File: config.mk
export PLATFORM = sky130hd
export DESIGN_NAME = nv_sequence_ctrl
export DESIGN_NICKNAME = d
export VERILOG_FILES = /design/src/rtl/nv_sequence_ctrl.sv
export SDC_FILE = /design/constraint.sdc
export NUM_CORES = 1
export LEC_CHECK = 0
export CELL_PAD_IN_SITES_DETAIL_PLACEMENT = 0
export CELL_PAD_IN_SITES_GLOBAL_PLACEMENT = 1
export CORE_AREA = 2 2 75 77
export CTS_BUF_LIST = sky130_fd_sc_hd__clkbuf_4 sky130_fd_sc_hd__clkbuf_8
export CTS_CLUSTER_DIAMETER = 60
export DETAILED_ROUTE_END_ITERATION = 10
export DIE_AREA = 0 0 77 79
export GPL_TIMING_DRIVEN = 0
export PLACE_DENSITY_LB_ADDON = 0.3
export SLEW_MARGIN = 20
export SYNTH_ARGS = -nofsm -noshare
export SYNTH_HDL_FRONTEND = slang
export SYNTH_SLANG_ARGS = --single-unit
File: constraint.sdc
create_clock -name clkp -period 1.9 [get_ports clkp]
set_input_delay 0.38 -clock clkp [delete_from_list [all_inputs] [get_ports clkp]]
set_output_delay 0.38 -clock clkp [all_outputs]
set_load 0.01 [all_outputs]
File: src/rtl/nv_sequence_ctrl.sv
// nv_sequence_ctrl: run sequencer for the NV controller.
// One run = INIT (laser_en) -> COUNT (gate_en, click counting) ->
// XFER (tx_start/tx_ready handshake, then wait for tx_done) -> TERM (dead time).
// Runs repeat while start is high, or until NUM_RUNS runs are done when NUM_RUNS > 0.
//
// Handshake: tx_start is the valid and tx_ready is the ready. A word is
// accepted on a rising clkp edge where both are high. tx_start stays high
// with tx_data stable until that edge, and drops afterwards. tx_done is only
// honoured after acceptance.
//
// Optional macro NV_CLICK_SYNC_EN:
//   defined   - clicks goes through a 2-flop synchronizer and a registered edge
//               detector (3-cycle click-to-count latency).
//   undefined - clicks is treated as synchronous (1-cycle latency).
module nv_sequence_ctrl #(
  parameter int INIT_CYCLES    = 20000,
  parameter int COUNT_CYCLES   = 50000,
  parameter int TERM_CYCLES    = 1000,
  parameter int TIMEOUT_CYCLES = 4096,
  parameter int NUM_RUNS       = 0,
  parameter int CNT_W          = 8
) (
  input  logic             clkp,
  input  logic             reset,
  input  logic             start,
  input  logic             clicks,
  input  logic             tx_ready,
  input  logic             tx_done,
  output logic             laser_en,
  output logic             gate_en,
  output logic             tx_start,
  output logic [CNT_W-1:0] tx_data,
  output logic [1:0]       status,
  output logic [CNT_W-1:0] counterr,
  output logic             overflow,
  output logic             timeout_err,
  output logic             seq_done,
  output logic [2:0]       state_dbg
);

  // One shared phase timer, sized for the longest phase.
  localparam int MAX_AB  = (INIT_CYCLES > COUNT_CYCLES) ? INIT_CYCLES : COUNT_CYCLES;
  localparam int MAX_CD  = (TERM_CYCLES > TIMEOUT_CYCLES) ? TERM_CYCLES : TIMEOUT_CYCLES;
  localparam int MAX_ALL = (MAX_AB > MAX_CD) ? MAX_AB : MAX_CD;
  localparam int TMR_W   = $clog2(MAX_ALL + 1);
  localparam int RUN_W   = 16;

  localparam logic [TMR_W-1:0] INIT_LAST  = TMR_W'(INIT_CYCLES - 1);
  localparam logic [TMR_W-1:0] COUNT_LAST = TMR_W'(COUNT_CYCLES - 1);
  localparam logic [TMR_W-1:0] TERM_LAST  = TMR_W'(TERM_CYCLES - 1);
  localparam logic [TMR_W-1:0] TMO_LAST   = TMR_W'(TIMEOUT_CYCLES - 1);
  localparam logic [CNT_W-1:0] CNT_MAX    = '1;

  typedef enum logic [2:0] {
    S_IDLE  = 3'd0,
    S_INIT  = 3'd1,
    S_COUNT = 3'd2,
    S_XFER  = 3'd3,
    S_TERM  = 3'd4
  } state_t;

  state_t           state;
  state_t           state_nxt;
  logic [TMR_W-1:0] timer;
  logic [RUN_W-1:0] run_cnt;
  logic [RUN_W-1:0] run_cnt_inc;
  logic             hs_done;
  logic             click_edge;

  logic init_done;
  logic count_done;
  logic xfer_finish;
  logic xfer_timeout;
  logic term_done;
  logic runs_reached;
  logic term_to_idle;
  logic idle_leave;

  assign state_dbg = state;

`ifdef NV_CLICK_SYNC_EN
  logic click_s1;
  logic click_s2;
  logic click_s3;

  // Two-flop synchronizer followed by the edge-detector register.
  always_ff @(posedge clkp or negedge reset) begin
    if (!reset) begin
      click_s1 <= 1'b0;
      click_s2 <= 1'b0;
      click_s3 <= 1'b0;
    end else begin
      click_s1 <= clicks;
      click_s2 <= click_s1;
      click_s3 <= click_s2;
    end
  end

  assign click_edge = click_s2 & ~click_s3;
`else
  logic click_q;

  // Previous click level for rising-edge detection on a synchronous input.
  always_ff @(posedge clkp or negedge reset) begin
    if (!reset) click_q <= 1'b0;
    else        click_q <= clicks;
  end

  assign click_edge = clicks & ~click_q;
`endif

  // Phase-end and decision terms shared by the FSM and the datapath.
  assign init_done    = (state == S_INIT)  && (timer == INIT_LAST);
  assign count_done   = (state == S_COUNT) && (timer == COUNT_LAST);
  assign xfer_finish  = (state == S_XFER)  && hs_done && tx_done;
  assign xfer_timeout = (state == S_XFER)  && !xfer_finish && (timer == TMO_LAST);
  assign term_done    = (state == S_TERM)  && (timer == TERM_LAST);
  assign idle_leave   = (state == S_IDLE)  && start;
  assign run_cnt_inc  = run_cnt + RUN_W'(1);
  assign runs_reached = (NUM_RUNS > 0) && (run_cnt_inc == RUN_W'(NUM_RUNS));
  assign term_to_idle = term_done && (runs_reached || !start);

  // State register.
  always_ff @(posedge clkp or negedge reset) begin
    if (!reset) state <= S_IDLE;
    else        state <= state_nxt;
  end

  // Next-state logic.
  always_comb begin
    state_nxt = state;
    case (state)
      S_IDLE:  if (start) state_nxt = S_INIT;
      S_INIT:  if (init_done) state_nxt = S_COUNT;
      S_COUNT: if (count_done) state_nxt = S_XFER;
      S_XFER:  if (xfer_finish || xfer_timeout) state_nxt = S_TERM;
      S_TERM:  if (term_done) state_nxt = term_to_idle ? S_IDLE : S_INIT;
      default: state_nxt = S_IDLE;
    endcase
  end

  // Outputs decoded from the registered state only.
  always_comb begin
    laser_en = 1'b0;
    gate_en  = 1'b0;
    tx_start = 1'b0;
    tx_data  = '0;
    status   = 2'b00;
    case (state)
      S_INIT:  begin laser_en = 1'b1; status = 2'b01; end
      S_COUNT: begin gate_en  = 1'b1; status = 2'b10; end
      S_XFER:  begin
        status   = 2'b10;
        tx_start = !hs_done;
        tx_data  = counterr;
      end
      S_TERM:  status = 2'b11;
      default: ;
    endcase
  end

  // Phase timer: restarts on every state change, idles at zero.
  always_ff @(posedge clkp or negedge reset) begin
    if (!reset)                  timer <= '0;
    else if (state != state_nxt) timer <= '0;
    else if (state == S_IDLE)    timer <= '0;
    else                         timer <= timer + TMR_W'(1);
  end

  // Runs completed since the last start from IDLE.
  always_ff @(posedge clkp or negedge reset) begin
    if (!reset)          run_cnt <= '0;
    else if (idle_leave) run_cnt <= '0;
    else if (term_done)  run_cnt <= run_cnt_inc;
  end

  // Remembers that the current word was accepted, so tx_start stays low.
  always_ff @(posedge clkp or negedge reset) begin
    if (!reset)                   hs_done <= 1'b0;
    else if (state_nxt != S_XFER) hs_done <= 1'b0;
    else if (tx_start && tx_ready) hs_done <= 1'b1;
  end

  // Click counter: cleared on entry to COUNT, saturating, with sticky overflow.
  always_ff @(posedge clkp or negedge reset) begin
    if (!reset) begin
      counterr <= '0;
      overflow <= 1'b0;
    end else if (init_done) begin
      counterr <= '0;
      overflow <= 1'b0;
    end else if ((state == S_COUNT) && click_edge) begin
      if (counterr == CNT_MAX) overflow <= 1'b1;
      else                     counterr <= counterr + CNT_W'(1);
    end
  end

  // Timeout flag: set on XFER abort, held until the next start from IDLE.
  always_ff @(posedge clkp or negedge reset) begin
    if (!reset)            timeout_err <= 1'b0;
    else if (idle_leave)   timeout_err <= 1'b0;
    else if (xfer_timeout) timeout_err <= 1'b1;
  end

  // One-cycle completion pulse, high in the first IDLE cycle after the run set.
  always_ff @(posedge clkp or negedge reset) begin
    if (!reset) seq_done <= 1'b0;
    else        seq_done <= term_to_idle;
  end

endmodule

## Word-level counts from Yosys, hierarchy flattened

Index checks and enable logic that the tools add are counted.

- Flip-flop bits (word level): 32
- Bits of input ports: 6
- Word-level logic and storage cells: 71

- Add/sub/neg operators: 2
- Equal/unequal tests: 12
- Muxes and demuxes: 24
- Bitwise logic cells: 2
- Reduce and logical (&&, ||, !) cells: 23

Operators with widths:

| cell | number |
|---|---|
| $mux 16 | 2 |
| $mux 8 | 4 |
| $add 16x1->16 const B | 1 |
| $eq 16x10->1 const B | 1 |
| $eq 16x12->1 const B | 1 |
| $eq 16x15->1 const B | 1 |
| $eq 16x16->1 const B | 1 |
| $mux 3 | 5 |
| $pmux 3 s5 | 1 |
| $logic_and 1x1->1 | 11 |
| $mux 1 | 11 |
| $add 8x1->8 const B | 1 |
| $eq 8x8->1 const B | 1 |
| $reduce_bool 2->1 | 4 |
| $eq 3x2->1 const B | 2 |
| $pmux 2 s3 | 1 |
| $reduce_and 2->1 | 2 |
| $eq 3x1->1 const B | 1 |
| $eq 3x3->1 const B | 1 |
| $logic_not 1->1 | 3 |
| $logic_not 3->1 | 1 |
| $ne 3x2->1 const B | 1 |
| $ne 3x3->1 | 1 |
| $ne 2x2->1 const B | 1 |
| 4 further kinds | 4 |

## Longest topological paths before layout

Gate-level depths: netlist of run 1.

- Depth in word-level cells: 11
- Gate-level depth with buffers: 7
- Mapped depth without buffers: 6

## Least setup slack after synthesis of run 1

OpenSTA, ideal clock, no wires.

- Kind: register -> register
- Start point: register timer[13]
- End point: register timer[8]
- Data arrival time: 1.901 ns
- Required time: 1.759 ns
- Path slack: -0.142 ns
- Stages on the path, launching flop included: 7
- Path buffers: 1
- Clock period less this slack: 2.042 ns
- Path through: dfrtp_1 > or4_4 > nor4_4 > nor2_1 > o221ai_4 > buf_6 > a211oi_1

- Longest elaborated chain between the ends: 8
- Elaborated cells on any way between the ends: 18

RTL lines:

| what | RTL line | text |
|---|---|---|
| from (decl) | 64 | `logic [TMR_W-1:0] timer;` |
| from (signal assigned) | 167 | `else timer <= timer + TMR_W'(1);` |
| $eq 16x10->1 | 117 | `assign term_done = (state == S_TERM) && (timer == TERM_LAST);` |
| $logic_and 1x1->1 | 117 |  |
| $logic_and 1x1->1 | 121 | `assign term_to_idle = term_done && (runs_reached \|\| !start);` |
| $mux 1 | 137 | `S_TERM: if (term_done) state_nxt = term_to_idle ? S_IDLE : S_INIT;` |
| $mux 3 | 137 |  |
| $pmux 3 s5 (*) | 132 | `case (state)` |
| $ne 3x3->1 (*) | 165 | `else if (state != state_nxt) timer <= '0;` |
| $mux 16 (*) | 165 |  |

Mark *: on every way between the ends. The rest lies on a longest branch, timed or not.
A chain may end at the register's enable or synchronous reset.

## Final worst setup path of run 1

- Start point: register timer[13]
- End point: register timer[1]

Same word-level chain as after synthesis.

==> results of run 1 <==
worst max-delay path, stage by stage (launching register included):
cell and delay (ns):
dfrtp_2 0.47, or4bb_2 0.68, nor4_4 0.29, a22oi_1 0.15, o221ai_4 0.13, buf_6 0.19
a211oi_2 0.04
cell usage in the layout, fill, tap and decap left out, drive strengths merged, types with 7 or more instances in the layout:
| cell | count |
|---|---|
| nor4 | 9 |
| inv | 7 |
| a211oi | 9 |
| nor2 | 32 |
| xnor2 | 14 |
| dfrtp | 32 |
| buf | 37 |
| clkdlybuf4s50 | 18 |
| and2 | 9 |
| xor2 | 7 |
| clkbuf | 12 |
| nand2 | 13 |
| nand3 | 9 |
logic make-up (layout without fill, tap and decap cells):
group	Yosys count	in the layout	share of synthesized area
AOI/OAI and AO/OA	25	26	0.1038
DFF	32	32	0.4287
xor gates and xnor gates	21	21	0.09846
buffers and inverters	13	77	0.03081
muxes	1	1	0.005359
and+or+nand+nor	104	104	0.3195
adders and majority gates	2	2	0.01339
power groups by stage:
stage	clock network [uW]	logic (uW)	registers (uW)
after floorplan	0	1.15	695
after global placement	0	27.5	695
after detailed placement	0	31.3	695
after CTS	585	33.3	682
after global routing	616	36.0	682
final	570	32.0	682
sequential cells by signal, summed over array words and instances (netlist names):
register / flops
click_q: 1
counterr: 8
hs_done: 1
overflow: 1
seq_done: 1
state_dbg: 3
timeout_err: 1
timer: 16
layout make-up:
cell class	instances	share of cell area
multi-input combinational	154	0.4381
sequential	32	0.2925
timing repair buffer	58	0.1777
clock buffer	8	0.03526
tap	72	0.03255
buffer	4	0.01447
inverter	7	0.009494
metal layers:
metal / vias to the layer above / wire (um) / global-route usage
li1: 832 / - / -
met1: 835 / 2280 / 0.2143
met2: 34 / 2543 / 0.3070
met3: 9 / 156 / 0.03750
met4: 0 / 77 / 0.06786
met5: - / 0 / 0
stage by stage:
stage | util | power, uW | setup slack [ns]
detailed placement | 0.4332 | 726.6 | -0.4658
floorplan | - | 696.6 | -0.007995
CTS | 0.5000 | 1301 | -0.2035
global route | 0.5185 | 1334 | -0.2356
global placement | 0.4304 | 722.8 | -0.4598
finish | 0.5185 | 1284 | -0.1909
path summary, 6_finish.rpt:
path                       slack, ns        start           to
setup / recovery               -0.19    timer[13]     timer[1]
hold / removal                  0.42        reset  counterr[5]
setup reg to reg               -0.19    timer[13]     timer[1]
hold reg to reg                 0.53  timeout_err  timeout_err
max in group asynchronous       1.10        reset     timer[2]
min in group clkp               0.53  timeout_err  timeout_err
what timing repair did:
action / 4_1_cts / 5_1_grt
hold buffers: 1 / 0
cloned: 2 / 0
pin swaps: 23 / 6
buffers inserted: 17 / 6
resized for setup: 80 / 17
endpoints found under the hold margin: 1 / 0
setup endpoints to repair: 42 / 33
==> impl_metrics.tcl, run 1 <==
set metrics [dict create \
    layout_setup_ws_ns -0.1909 \
    grt_max_degree 32 \
    report.final.slew_viol_count 0 \
    ys.flop_type "dfrtp_1" \
    ir_drop_uv 213.9 \
    setup_viol 17 \
    powerDensity_mw_per_mm2 464.1 \
    gp_congestion 0.7724 \
    status "complete, but fails checks" \
    post-route-period-util 1.100 \
    die_w_um 77 \
    synth_cell_types 45 \
    violations "negative setup slack" \
    p_int_uw 1020 \
    syn-cell-area_sq_mm 0.001868 \
    synthToLayoutAreaGrowth_pct 48.16 \
    fp.dieH_um 79 \
    die-area_sq_mm 0.006083 \
    design_area_sq_mm 0.002768 \
    yosysSeqAreaShare 0.4287 \
    ctsRootBufferMaster "clkbuf_8" \
    clock_sinks 32 \
    drcViolationCount 0 \
    skew_ns 0.008291 \
    start_util 0.3500 \
    ys_seq_elements 32 \
    tritoncts "done" \
    core-area_sq_mm 0.005338 \
    drt_wl_total_mm 5.057 \
    avgSynthCellArea_sq_um 9.435 \
    fin_nets 270 \
    cp_max_fo 6 \
    rsz0062_at_grt "yes" \
    syn_nets 206 \
    multi_input_area_sq_mm 0.001212 \
    clockBufferDepth 2 \
    drive_gt1_frac 0.3840 \
    synth_edf_count 0 \
    syn_inst 198 \
    cts_buffers 5 \
    crit_type "reg -> reg" \
    final_antenna_net_count 0 \
    clock.fmax_mhz 478.3 \
    maxCapViolCount 0 \
    grt_pass1_vias 1713 \
    antenna_found_initial 0 \
    swShare 0.2057 \
    dpl.hpwl_mm 3.126 \
    grt_first_pass_wirelength_mm 8.369 \
    yosysTopAreaCell "dfrtp_1" \
    netlist_top_cells_area "dfrtp_1 43%, xnor2_1 6.6%, nor2_1 6.4%" \
    htree_levels 2 \
    maxSlewHeadroom 0.6426 \
    synth_common_cells "32 x dfrtp_1, 32 x nor2_1, 14 x xnor2_1" \
    vias 1710 \
    cp.required_ns 2.05 \
    seq_power_share 0.531 \
    finalNonFillerCells 335 \
    place_inst 303 \
    clockPowerShare 0.444 \
    holdWs_ns 0.4236 \
    p_leak_uw 0.001126 \
    fillers 519 \
    hold_class "in -> async" \
    diodes 0 \
    startpoint_type "register" \
    clk_latency_ns 0.28 \
    grt_use_total 0.1762 \
    fin_crit_ns 2.091 \
    clk_pin_slew_worst_paths_ns 0.07 \
    worst_slew_pin_slew_ns 0.5312 \
    tns_ns -2.855 \
    yosysWarningCount 0 \
    rows 27 \
    grt_overflow 0 \
    drt_pass1_iterations 4 \
    crit_arrival_ns 2.24 \
    finalHoldViolations 0 \
    drt_iter0_markers 83 \
    yosysTopAreaCellShare 0.4287 \
    io_pins 33 \
    combPwrFrac 0.025 \
    wl_per_cell_um 15.10 \
    dpl_cell_area_sq_mm 0.002312 \
    async_reset_ff_frac 1.000 \
    regArea_sq_um 809.5 \
    reg2reg_depth 6 \
    switchingPower_uw 264.2 \
    vias_per_cell 5.104 \
    io_buffers 32 \
    worst_setup_path_end_kind "register" \
]
No activity file was read; power rests on OpenSTA's default activity.
==> run 2: changes to the inputs <==
--- a/config.mk
+++ b/config.mk
@@ -14,7 +14,8 @@
 export DIE_AREA = 0 0 77 79
 export GPL_TIMING_DRIVEN = 0
 export PLACE_DENSITY_LB_ADDON = 0.3
-export SLEW_MARGIN = 20
+export SKIP_LAST_GASP = 1
+export SLEW_MARGIN = 15
 export SYNTH_ARGS = -nofsm -noshare
 export SYNTH_HDL_FRONTEND = slang
 export SYNTH_SLANG_ARGS = --single-unit
==> run 2 against run 1 <==
The flow still finishes with violations (negative setup slack); clock power shrank 2%; first-iteration DRC count up 9.6%; worst setup slack improved by 0.033 ns; worst hold slack worse by 0.27 ns; core utilization decreased by 0.45 points; total power shrank 1.3%; final area fell by 0.86%; sequential power barely moved; clock skew decreased by 0.0030 ns; register-to-register slack gained 0.03 ns; routed wire length decreased by 1.7%; via count hardly changed; critical endpoint is now timer[14]; largest cell class unchanged; highest routed layer unchanged.
==> impl_metrics.tcl, run 2 (synthesis gave the netlist of run 1 again) <==
set metrics [dict create \
    rows 27 \
    tritoncts "done" \
    multi_input_area_sq_mm 0.001204 \
    hold_class "in -> async" \
    antenna_found_initial 0 \
    drcViolationCount 0 \
    clock.fmax_mhz 485.8 \
    fin_crit_ns 2.058 \
    dpl.hpwl_mm 3.122 \
    p_total_uw 1267 \
    final_common_cell "dfrtp_1" \
    fin_util 0.5141 \
    io_buffers 32 \
    io_pins 33 \
    hold_buffers 0 \
    violations "negative setup slack" \
    clk_latency_ns 0.28 \
    start_util 0.3500 \
    maxCapViolCount 0 \
    die-area_sq_mm 0.006083 \
    drt_wl_total_mm 4.971 \
    htree_levels 2 \
    vias_per_cell 5.123 \
    drive_gt1_frac 0.3817 \
    worst_slew_pin_slew_ns 0.7229 \
    startpoint_type "register" \
    grt_use_total 0.1705 \
    finalNonFillerCells 334 \
    cp.required_ns 2.06 \
    drt_iter0_markers 91 \
    tns_ns -2.219 \
    ir_drop_uv 247.3 \
    skew_ns 0.005256 \
    grt_max_degree 33 \
    cts_buffers 5 \
    fin_nets 269 \
    slowest_stage "or4_4" \
    ff2ff_setup_slack_ns -0.16 \
    final_cell_mix "26 x dfrtp_1, 23 x nor2_1, 20 x buf_4" \
    post-route-period-util 1.083 \
    status "complete, but fails checks" \
    fp.dieH_um 79 \
    ctsRootBufferMaster "clkbuf_8" \
    fillers 526 \
    core-area_sq_mm 0.005338 \
    wl_per_cell_um 14.88 \
    drt_pass1_iterations 4 \
    clk_pin_slew_worst_paths_ns 0.06 \
    grt_first_pass_wirelength_mm 8.114 \
    diodes 0 \
    slowest_delay_ns 0.55 \
    critical-path-top-delay-family "simple AND/OR/NAND/NOR gates" \
    pre_cts_ws_ns -0.4619 \
    die_w_um 77 \
    crit_type "reg -> reg" \
    worst_setup_path_end_kind "register" \
    synthToLayoutAreaGrowth_pct 46.89 \
    grt_overflow 0 \
    clockBufferDepth 2 \
    place_inst 302 \
    maxSlewHeadroom 0.5181 \
    setup_viol 16 \
    crit_path_cell_trace "or4_4 -> nor4_4 -> buf_4 -> a21oi_4 -> o221ai_4 -> buf_6 -> a211oi_2" \
    gp_congestion 0.7724 \
    cp.buffers_inverters 2 \
    regArea_sq_um 808.3 \
    crit_arrival_ns 2.22 \
    powerDensity_mw_per_mm2 461.9 \
    layout_setup_ws_ns -0.1584 \
    clock_sinks 32 \
    final_antenna_net_count 0 \
    vias 1711 \
    rsz0062_at_grt "yes" \
    grt_pass1_vias 1641 \
    p_leak_uw 0.001092 \
    max_flop_register "timer" \
    finalHoldViolations 0 \
    largest_register_ffs 16 \
    cp_max_fo 5 \
    report.final.slew_viol_count 0 \
]
==> run 2: through the flow <==
stage	cell area, sq um	hold WS (ns)
3_3_place_gp	2297	0.4740
3_5_place_dp	2292	0.4819
2_1_floorplan	1887	0.08441
4_1_cts	2643	0.1769
6_report	2744	0.1507
5_1_grt	2744	0.2240
==> run 2: repair_timing <==
action	CTS	global route
setup buffers	15	9
gates cloned	2	0
setup endpoints to repair	42	41
gates resized for setup	56	31
pin swaps	21	11
==> run 2: path summary, 6_finish.rpt <==
check,start,end,cells after the start
max reg2reg,timer[14],timer[14],7
min reg2reg,overflow,overflow,2
min,reset,counterr[5],1
min in group clkp,overflow,overflow,2
max in group asynchronous,reset,timer[14],1
max,timer[14],timer[14],7
==> run 2: power by group <==
group	leakage (uW)	internal, uW	total, uW	switching (uW)
combinational	0.000622	8.53	25.0	16.5
clock	0.0000523	324	560	236
sequential	0.000418	682	683	0.248
==> run 2: worst reg2reg max path, stage by stage, from the launching register on <==
cell and delay, ns:
dfrtp_2 0.43, or4_4 0.56, nor4_4 0.21, buf_4 0.18, a21oi_4 0.05, o221ai_4 0.28, buf_6 0.19, a211oi_2 0.05
==> run 2: routing by layer <==
layer | vias to the layer above | wire length, um | track usage
met5 | - | 0 | 0
met4 | 0 | 77 | 0.06250
met3 | 8 | 176 | 0.03864
met2 | 36 | 2474 | 0.2798
met1 | 832 | 2242 | 0.2215
li1 | 835 | - | -
==> run 2: area by class of cell <==
cell class                      count  area share
Sequential cell                    32      0.2946
Inverter                            7    0.009576
Tap cell                           72     0.03283
Multi-Input combinational cell    154      0.4387
Timing Repair Buffer               57      0.1742
Buffer                              4     0.01459
Clock buffer                        8     0.03557
==> run 3: changes to the inputs <==
--- a/config.mk
+++ b/config.mk
@@ -5,13 +5,14 @@
 export SDC_FILE = /design/constraint.sdc
 export NUM_CORES = 1
 export LEC_CHECK = 0
+export CAP_MARGIN = 20
 export CELL_PAD_IN_SITES_DETAIL_PLACEMENT = 0
 export CELL_PAD_IN_SITES_GLOBAL_PLACEMENT = 1
-export CORE_AREA = 2 2 75 77
+export CORE_AREA = 2 2 72 74
 export CTS_BUF_LIST = sky130_fd_sc_hd__clkbuf_4 sky130_fd_sc_hd__clkbuf_8
 export CTS_CLUSTER_DIAMETER = 60
 export DETAILED_ROUTE_END_ITERATION = 10
-export DIE_AREA = 0 0 77 79
+export DIE_AREA = 0 0 74 76
 export GPL_TIMING_DRIVEN = 0
 export PLACE_DENSITY_LB_ADDON = 0.3
 export SKIP_LAST_GASP = 1
==> constraint.sdc (replaced) <==
create_clock -name clkp -period 2.1 [get_ports clkp]
set_input_delay 0.42 -clock clkp [delete_from_list [all_inputs] [get_ports clkp]]
set_output_delay 0.42 -clock clkp [all_outputs]
set_load 0.01 [all_outputs]
==> run 3 against run 2 <==
The flow still finishes with violations (negative setup slack); first-iteration DRC count is 4.4% higher; via count is 1.7% lower; combinational power is 10% lower; clock power is 6.6% lower; sequential share of layout area is 0.12 points higher; clock skew is 0.0057 ns higher; critical path depth is 4 lower; worst setup slack better by 0.051 ns; critical path type is now reg -> out; highest routed layer unchanged.
==> impl_metrics.tcl, run 3 (synthesis gave the netlist of run 1 again) <==
set metrics [dict create \
    tritoncts "done" \
    powerDensity_mw_per_mm2 427.0 \
    vias 1682 \
    io_pins 33 \
    hold_buffers 0 \
    hold_class "in -> async" \
    start_util 0.3803 \
    clk_pin_slew_worst_paths_ns 0.07 \
    cp.required_ns 1.68 \
    p_leak_uw 0.001151 \
    crit_type "reg -> out" \
    grt_pass1_vias 1446 \
    cp_max_fo 7 \
    clockPowerShare 0.450 \
    design_area_sq_mm 0.002724 \
    crit_path_end "gate_en" \
    reg2reg_from "timer[13]" \
    layout_setup_ws_ns -0.1076 \
    vias_per_cell 5.160 \
    die-area_sq_mm 0.005624 \
    io_buffers 32 \
    grt_overflow 0 \
    finalHoldViolations 0 \
    report.final.slew_viol_count 0 \
    rsz0062_at_grt "yes" \
    post-route-period-util 1.051 \
    max_flop_register "timer" \
    rows 26 \
    final_antenna_net_count 0 \
    clockBufferDepth 2 \
    wl_per_cell_um 15.22 \
    status "complete, but fails checks" \
    cts_buffers 5 \
    final_cell_mix "28 x dfrtp_1, 26 x nor2_1, 21 x clkdlybuf4s50_1" \
    crit_path_start "state_dbg[0]" \
    fin_util 0.5545 \
    skew_ns 0.01096 \
    grt_max_degree 33 \
    combPwrFrac 0.019 \
    drt_wl_total_mm 4.961 \
    final_common_cell "dfrtp_1" \
    antenna_found_initial 0 \
    startpoint_type "register" \
    violations "negative setup slack" \
    largest_register_ffs 16 \
    swShare 0.2107 \
    switchingPower_uw 245.1 \
    gp_congestion 0.7898 \
    maxSlewHeadroom 0.4812 \
    fin_nets 263 \
    reg2reg_depth 6 \
    drt_pass1_iterations 5 \
    setup_viol 3 \
    grt_first_pass_wirelength_mm 7.245 \
    p_int_uw 918.0 \
    drive_gt1_frac 0.2930 \
    worst_setup_path_end_kind "output port" \
    worst_slew_pin_slew_ns 0.7774 \
    clock_sinks 32 \
    core-area_sq_mm 0.004912 \
    ctsRootBufferMaster "clkbuf_8" \
    dpl.hpwl_mm 3.068 \
    clock.fmax_mhz 453.0 \
    maxCapViolCount 0 \
    synthToLayoutAreaGrowth_pct 45.81 \
    ff2ff_setup_slack_ns 0.01 \
    grt_use_total 0.1671 \
    seq_power_share 0.531 \
    drt_iter0_markers 95 \
    fin_crit_ns 2.208 \
    drcViolationCount 0 \
    fp.dieH_um 76 \
    clk_latency_ns 0.29 \
    crit_arrival_ns 1.79 \
    diodes 0 \
    ir_drop_uv 249.1 \
    dpl_cell_area_sq_mm 0.002271 \
    r2r-end "timer[14]" \
    die_w_um 74 \
    htree_levels 2 \
]
## run 3: worst max-delay path: stages (launching register included)
cell and delay, ns:
dfrtp_2 0.45, buf_4 0.16, nor3b_4 0.30, clkdlybuf4s50_1 0.60
## run 3: stage by stage
step           setup TNS (ns)  worst slack [ns]  total power (uW)  hold WS (ns)  cells
6_report              -0.2009           -0.1076              1163        0.1874    326
5_1_grt                -1.448           -0.1683              1204        0.2509    326
4_1_cts               -0.3543           -0.1576              1174        0.2152    314
3_5_place_dp           -5.601           -0.2710             652.5        0.4829    300
3_3_place_gp           -9.395           -0.2747             653.8        0.4784    300
2_1_floorplan               0           0.05767             630.1        0.1244    198
## run 3: what timing repair did
item | CTS | global route
endpoints found under the setup margin | 39 | 31
setup buffers | 8 | 10
gates resized for setup | 21 | 37
cloned | 0 | 2
pin swaps | 3 | 14
## run 3: area by class of cell
| cell class | count | area, sq um |
|---|---|---|
| multi-input combinational | 154 | 1189 |
| inverter | 7 | 26.28 |
| buffer | 4 | 40.04 |
| timing repair buffer | 51 | 478.0 |
| sequential | 32 | 805.8 |
| clock buffer | 8 | 97.59 |
| tap | 70 | 87.58 |
| fill | 458 | 2188 |
## run 3: power groups by stage
| stage | Sequential (uW) | Combinational [uW] | Clock (uW) |
|---|---|---|---|
| global placement | 629 | 24.6 | 0 |
| CTS | 617 | 23.6 | 533 |
| floorplan | 629 | 0.866 | 0 |
| global route | 617 | 26.0 | 561 |
| finish | 617 | 22.5 | 523 |
| detailed placement | 629 | 23.4 | 0 |
## run 3: how the worst min path moves through the flow
| stage | from | endpoint | depth (start not counted) |
|---|---|---|---|
| finish | reset | counterr[5] | 1 |
| CTS | reset | counterr[5] | 1 |
| global route | reset | counterr[5] | 1 |
| floorplan | reset | click_q | 0 |
| global placement | timer[0] | timer[0] | 1 |
| detailed placement | timer[0] | timer[0] | 1 |
## run 3: layer usage
| metal | part of all wire | GRT usage | up-vias |
|---|---|---|---|
| li1 | - | - | 823 |
| met3 | 0.037 | 0.03968 | 9 |
| met5 | 0 | 0 | - |
| met4 | 0.017 | 0.06000 | 0 |
| met1 | 0.46 | 0.2356 | 810 |
| met2 | 0.48 | 0.2482 | 40 |
